===== src/rtl/lsu_pkg.sv =====
// lsu_pkg: shared definitions for the load/store unit.
//   - RV32I funct3 width/sign codes for loads and stores
//   - FSM state encoding (IDLE / ACCESS / MERGE_WR)
//   - legality and alignment helpers used when a request is accepted
package lsu_pkg;

  localparam logic [2:0] F3_B  = 3'b000;
  localparam logic [2:0] F3_H  = 3'b001;
  localparam logic [2:0] F3_W  = 3'b010;
  localparam logic [2:0] F3_BU = 3'b100;
  localparam logic [2:0] F3_HU = 3'b101;

  typedef enum logic [1:0] {
    IDLE     = 2'd0,
    ACCESS   = 2'd1,
    MERGE_WR = 2'd2
  } lsu_state_e;

  // Stores only exist in signed-width form; loads add the unsigned variants.
  function automatic logic funct3_legal(input logic is_store, input logic [2:0] f3);
    if (is_store) begin
      return (f3 == F3_B) || (f3 == F3_H) || (f3 == F3_W);
    end
    return (f3 == F3_B) || (f3 == F3_H) || (f3 == F3_W) ||
           (f3 == F3_BU) || (f3 == F3_HU);
  endfunction

  // Only meaningful for legal codes: low two funct3 bits give the access size.
  function automatic logic addr_misaligned(input logic [2:0] f3, input logic [1:0] lo);
    case (f3[1:0])
      2'b01:   return lo[0];
      2'b10:   return (lo != 2'b00);
      default: return 1'b0;
    endcase
  endfunction

endpackage


===== src/rtl/load_store_unit_lane_align.sv =====
// lsu_lane_align: combinational little-endian lane steering.
//   funct3      : width/sign code of the access
//   addr_lo     : byte offset within the word (halfwords use bit 1 only)
//   rd_word     : word read from memory
//   st_data     : right-aligned store data from the core
//   load_val    : selected lane, sign- or zero-extended
//   store_word  : rd_word with the addressed lane(s) replaced (whole st_data for words)
module lsu_lane_align
  import lsu_pkg::*;
(
  input  logic [2:0]  funct3,
  input  logic [1:0]  addr_lo,
  input  logic [31:0] rd_word,
  input  logic [31:0] st_data,
  output logic [31:0] load_val,
  output logic [31:0] store_word
);

  logic [7:0]  rd_byte;
  logic [15:0] rd_half;

  always_comb begin
    rd_byte = rd_word[{addr_lo, 3'b000} +: 8];
    rd_half = addr_lo[1] ? rd_word[31:16] : rd_word[15:0];

    case (funct3)
      F3_B:    load_val = {{24{rd_byte[7]}}, rd_byte};
      F3_BU:   load_val = {24'h000000, rd_byte};
      F3_H:    load_val = {{16{rd_half[15]}}, rd_half};
      F3_HU:   load_val = {16'h0000, rd_half};
      default: load_val = rd_word;
    endcase

    // Bytes outside the addressed lane keep what memory returned.
    store_word = rd_word;
    case (funct3)
      F3_B:    store_word[{addr_lo, 3'b000} +: 8]   = st_data[7:0];
      F3_H:    store_word[{addr_lo[1], 4'b0000} +: 16] = st_data[15:0];
      default: store_word = st_data;
    endcase
  end

endmodule


===== src/rtl/load_store_unit.sv =====
// load_store_unit: RV32I byte/half/word loads and stores on a word-only memory.
//   Core side : req/ready handshake, we, funct3, addr, wdata in;
//               done/err one-cycle pulses and rdata out.
//   Memory    : mem_read / mem_write strobes, word-aligned mem_address,
//               mem_write_data, combinational mem_read_data.
//   Sub-word stores read the word in ACCESS and write the merged word in MERGE_WR.
//   Optional: define MISALIGN_TRAP_EN to reject misaligned half/word accesses
//   with err instead of silently ignoring the low address bits.
module load_store_unit
  import lsu_pkg::*;
#(
  parameter int ADDR_W = 32,
  parameter int DATA_W = 32
) (
  input  logic              clk,
  input  logic              rst,
  input  logic              req,
  output logic              ready,
  input  logic              we,
  input  logic [2:0]        funct3,
  input  logic [ADDR_W-1:0] addr,
  input  logic [DATA_W-1:0] wdata,
  output logic              done,
  output logic              err,
  output logic [DATA_W-1:0] rdata,
  output logic              mem_read,
  output logic              mem_write,
  output logic [ADDR_W-1:0] mem_address,
  output logic [DATA_W-1:0] mem_write_data,
  input  logic [DATA_W-1:0] mem_read_data
);

  lsu_state_e        state_q, state_d;
  logic              we_q, we_d;
  logic [2:0]        funct3_q, funct3_d;
  logic [ADDR_W-1:0] addr_q, addr_d;
  logic [DATA_W-1:0] wdata_q, wdata_d;
  logic              bad_q, bad_d;      // request is rejected: no strobes, err at done
  logic [DATA_W-1:0] merged_q, merged_d;
  logic [DATA_W-1:0] rdata_q, rdata_d;
  logic              done_q, done_d;
  logic              err_q, err_d;

  logic [DATA_W-1:0] load_val;
  logic [DATA_W-1:0] store_word;
  logic              misalign;
  logic              is_sw;
  logic              is_rmw;

  lsu_lane_align u_align (
    .funct3     (funct3_q),
    .addr_lo    (addr_q[1:0]),
    .rd_word    (mem_read_data),
    .st_data    (wdata_q),
    .load_val   (load_val),
    .store_word (store_word)
  );

  // bad_q already excludes illegal codes, so a legal non-word store is SB/SH.
  assign is_sw  = we_q && (funct3_q == F3_W);
  assign is_rmw = we_q && (funct3_q != F3_W);

  always_comb begin
    misalign = 1'b0;
`ifdef MISALIGN_TRAP_EN
    misalign = addr_misaligned(funct3, addr[1:0]);
`endif
  end

  always_comb begin
    state_d  = state_q;
    we_d     = we_q;
    funct3_d = funct3_q;
    addr_d   = addr_q;
    wdata_d  = wdata_q;
    bad_d    = bad_q;
    merged_d = merged_q;
    rdata_d  = rdata_q;
    done_d   = 1'b0;
    err_d    = 1'b0;

    case (state_q)
      IDLE: begin
        if (req) begin
          we_d     = we;
          funct3_d = funct3;
          addr_d   = addr;
          wdata_d  = wdata;
          bad_d    = !funct3_legal(we, funct3) || misalign;
          state_d  = ACCESS;
        end
      end
      ACCESS: begin
        if (bad_q) begin
          state_d = IDLE;
          done_d  = 1'b1;
          err_d   = 1'b1;
        end else if (is_rmw) begin
          merged_d = store_word;
          state_d  = MERGE_WR;
        end else begin
          state_d = IDLE;
          done_d  = 1'b1;
          if (!we_q) begin
            rdata_d = load_val;
          end
        end
      end
      MERGE_WR: begin
        state_d = IDLE;
        done_d  = 1'b1;
      end
      default: state_d = IDLE;
    endcase
  end

  always_ff @(posedge clk) begin
    if (rst) begin
      state_q  <= IDLE;
      we_q     <= 1'b0;
      funct3_q <= 3'b000;
      addr_q   <= '0;
      wdata_q  <= '0;
      bad_q    <= 1'b0;
      merged_q <= '0;
      rdata_q  <= '0;
      done_q   <= 1'b0;
      err_q    <= 1'b0;
    end else begin
      state_q  <= state_d;
      we_q     <= we_d;
      funct3_q <= funct3_d;
      addr_q   <= addr_d;
      wdata_q  <= wdata_d;
      bad_q    <= bad_d;
      merged_q <= merged_d;
      rdata_q  <= rdata_d;
      done_q   <= done_d;
      err_q    <= err_d;
    end
  end

  // Memory side depends only on state and latched fields.
  always_comb begin
    mem_read       = (state_q == ACCESS) && !bad_q && !is_sw;
    mem_write      = ((state_q == ACCESS) && !bad_q && is_sw) || (state_q == MERGE_WR);
    mem_address    = {addr_q[ADDR_W-1:2], 2'b00};
    mem_write_data = '0;
    if (state_q == MERGE_WR) begin
      mem_write_data = merged_q;
    end else if ((state_q == ACCESS) && !bad_q && is_sw) begin
      mem_write_data = wdata_q;
    end
  end

  assign ready = (state_q == IDLE);
  assign done  = done_q;
  assign err   = err_q;
  assign rdata = rdata_q;

endmodule


===== config.mk =====
export PLATFORM = sky130hd
export DESIGN_NAME = load_store_unit
export DESIGN_NICKNAME = d
export VERILOG_FILES = /design/src/rtl/lsu_pkg.sv /design/src/rtl/load_store_unit_lane_align.sv /design/src/rtl/load_store_unit.sv
export SDC_FILE = /design/constraint.sdc
export NUM_CORES = 1
export LEC_CHECK = 0
export BUFFER_PORTS_ARGS = -buffer_cell sky130_fd_sc_hd__clkbuf_2
export CORE_MARGIN = 2
export CORE_UTILIZATION = 30
export CTS_BUF_LIST = sky130_fd_sc_hd__clkbuf_4 sky130_fd_sc_hd__clkbuf_8
export DETAILED_ROUTE_END_ITERATION = 16
export GPL_TIMING_DRIVEN = 1
export PLACE_DENSITY = 0.64
export RECOVER_POWER = 100
export SYNTH_ARGS = -nofsm -noshare
export SYNTH_HDL_FRONTEND = slang
export SYNTH_SLANG_ARGS = --single-unit

===== constraint.sdc =====
create_clock -name clk -period 2.33 [get_ports clk]
set_input_delay 0.466 -clock clk [delete_from_list [all_inputs] [get_ports clk]]
set_output_delay 0.466 -clock clk [all_outputs]
set_load 0.01 [all_outputs]

==> flow_summary_export.csv <==
group,metric,value,unit
run_status,outcome,"finished with violations",
run_status,violations,"negative setup slack",
clocking,cts_hold_repair.buffers,0,
critical_path,crit_arrival,2.06,ns
cells_and_area,drive_gt1_share,24.4,%
floorplan,die-area,23600,um2
global_routing,grt.total_usage,19.5,%
clocking,clk_latency,0.45,ns
synthesis,synthXorXnorAreaFrac,0,%
clocking,cts_buffers,17,
critical_path,worstPathMaxFanout,8,
power_and_ir_drop,peakVddDrop,354,uV
sta,skew,0.0149,ns
sta,setup_ws,-0.192,ns
detailed_routing,drtPass1Iterations,7,
sta,hold_viol,0,
synthesis,synth_top_area_cell,"dfxtp_1",
global_routing,grt_pass1_wl,36200,um
sta,slew-limit-headroom,29.2,%
cells_and_area,nFillCells,2394,
synthesis,syn_inst,812,
detailed_routing,wl_per_cell,19.0,um
detailed_routing,drc,0,
critical_path,cp-end-kind,"output port",
floorplan,die_w,154,um
critical_path,path_class,"reg -> out",
global_routing,antenna_found_initial,1,
synthesis,syn_area,6720,um2
synthesis,synth_top_area_share,40.8,%
floorplan,boundaryPins,204,
power_and_ir_drop,powerDensity,700,nW/um2
floorplan,num_rows,54,
cells_and_area,syn2layout_area_growth,22.7,%
synthesis,async_flop_share,0,%
clocking,cts.sinks,137,
floorplan,coreArea,21900,um2
placement,port_buffers,201,
synthesis,ys_ff_latch,137,
synthesis,ys_types,51,
sta,finalSetupViolations,32,
synthesis,syn_avg_cell_area,8.27,um2
clocking,root_buffer,"clkbuf_8",
detailed_routing,drtIter0Drc,656,
synthesis,synth-edff-count,0,
placement,hpwlAfterDp,17600,um
cells_and_area,antenna_cells,0,
synthesis,synth_top_family_by_area,"compound AO/OA/AOI/OAI gates",
sta,fmax,397,MHz
synthesis,synthSimpleGateAreaFrac,19.1,%
placement,gp_congestion,0.889,
synthesis,yosys-top-cells-area,"dfxtp_1 41%, nand2_1 8.8%, a21oi_1 6.3%",
detailed_routing,vias_per_cell,5.30,
detailed_routing,ant_nets,0,
synthesis,synth_fa_ha_area_share,1.49,%
detailed_routing,totalWireLength,24000,um
cells_and_area,final_cell_mix,"156 x nand2_1, 134 x dfxtp_1, 115 x clkbuf_2",
floorplan,die_y,154,um
critical_path,startpoint_type,"flop",
sta,period_minus_slack,2.52,ns
clocking,cts_tree,"built",
global_routing,grt_pass1_vias,6292,
sta,slew_viol_final,0,
clocking,h-tree-depth,4,
power_and_ir_drop,power,5.76,mW
synthesis,yosysWarnings,0,
sta,period_share,108,%
synthesis,synth_compound_area_share,25.4,%
cells_and_area,nets,1086,
sta,setup-tns-final,-4.14,ns
critical_path,critPathRequiredTime,1.86,ns
synthesis,synth_mux_area_share,4.49,%
global_routing,overflow,0,
clocking,clk_pin_slew,0.08,ns
synthesis,seq_area_frac_synth,40.8,%
clocking,clockBufferDepth,2,
cells_and_area,post-route-util,37.6,%
min_path,hold_path_class,"in -> reg",
detailed_routing,num_vias,6712,
job,maxCapViolCount,0,
power_and_ir_drop,leakage,3.24,nW
floorplan,start_util,30.7,%
global_routing,grt_max_degree,53,
sta,worst_slew_pin_slew,1.06,ns
sta,rsz0062_at_grt,"yes",
synthesis,synthFlopType,"dfxtp_1",
cells_and_area,final_common_cell,"nand2_1",
[metal layers]
metal / vias to the layer above / global-route usage (%) / share of wire (%)
li1: 3190 / - / -
met1: 3138 / 25.7 / 41
met2: 336 / 30.6 / 45
met3: 48 / 5.72 / 10
met4: 0 / 6.77 / 3.1
met5: - / 0 / 0
[repair_timing]
| action | in CTS | in global routing |
|---|---|---|
| setup buffers | 9 | 1 |
| gates resized for setup | 16 | 26 |
| pin swaps | 9 | 8 |
| gates cloned | 2 | 0 |
| setup endpoints to repair | 32 | 33 |
[Yosys cell counts (7+ instances only)]
cell type  count
buf_2         14
inv_1          7
o2bb2ai_1      8
o22ai_1       16
nand3b_1      17
mux2i_1       11
a221oi_1      33
mux2_2        15
o32ai_1        8
nor3_1        10
nor2_1        68
a211oi_1      24
nand2_1      157
nor2b_1       11
a22o_1        32
buf_4         34
a21oi_1       85
clkbuf_1      43
dfxtp_1      137
ha_1           8
o31ai_1       16
o21ai_0       16
[metrics by stage]
stage          hold slack (ns)  std cells  setup WS [ns]  instance area, um2
3_3_place_gp             0.441       1227          0.265                7800
2_1_floorplan            0.437        813         0.0297                6720
5_1_grt                  0.218       1267         -0.295                8240
6_report                 0.228       1267         -0.192                8240
3_5_place_dp             0.449       1227          0.179                7800
4_1_cts                  0.202       1269         -0.187                8410
[cells by family after synthesis]
| group | Yosys count |
|---|---|
| buffers and inverters | 106 |
| and+or+nand+nor | 286 |
| AOI/OAI and AO/OA | 247 |
| DFF | 137 |
| other | 1 |
| muxes | 27 |
| adders and majority gates | 8 |
[sequential cells by signal, indices dropped and copies added (netlist names)]
register / flops
rdata: 32
done: 1
we_q: 1
funct3_q: 3
bad_q: 1
merged_q: 32
addr_q: 32
err: 1
state_q: 2
wdata_q: 32
[worst max-delay path: stages (launching register included)]
cell,delay (ns)
dfxtp_2,0.33
inv_2,0.07
ha_4,0.12
and2b_2,0.15
nand4_1,0.18
nor2_4,0.23
buf_12,0.14
buf_8,0.12
a22o_1,0.14
buf_2,0.13
[report_power, final]
group / switching (mW) / internal (mW)
registers: 0.111 / 2.48
clock network: 0.963 / 1.22
logic: 0.618 / 0.374
total: 1.69 / 4.07
[final timing paths]
kind / startpoint / end / slack, ns / depth (start not counted)
setup reg to reg: addr_q[1]$_SDFFE_PP0P_ / merged_q[29]$_SDFFE_PP0P_ / 0.03 / 6
hold reg to reg: wdata_q[1]$_SDFFE_PP0P_ / wdata_q[1]$_SDFFE_PP0P_ / 0.46 / 2
setup / recovery: state_q[1]$_SDFFE_PP0P_ / mem_write_data[11] / -0.19 / 9
hold / removal: wdata[22] / wdata_q[22]$_SDFFE_PP0P_ / 0.23 / 3
[layout make-up]
class | instances | area (um2) | share of cell area, %
multi-input combinational | 570 | 3420 | 41.5
sequential | 137 | 2750 | 33.3
timing repair buffer | 241 | 1260 | 15.3
tap | 280 | 350 | 4.25
clock buffer | 20 | 263 | 3.19
clock inverter | 11 | 171 | 2.08
inverter | 8 | 30.0 | 0.364
Note: power is estimated with default switching activity, not from simulation.
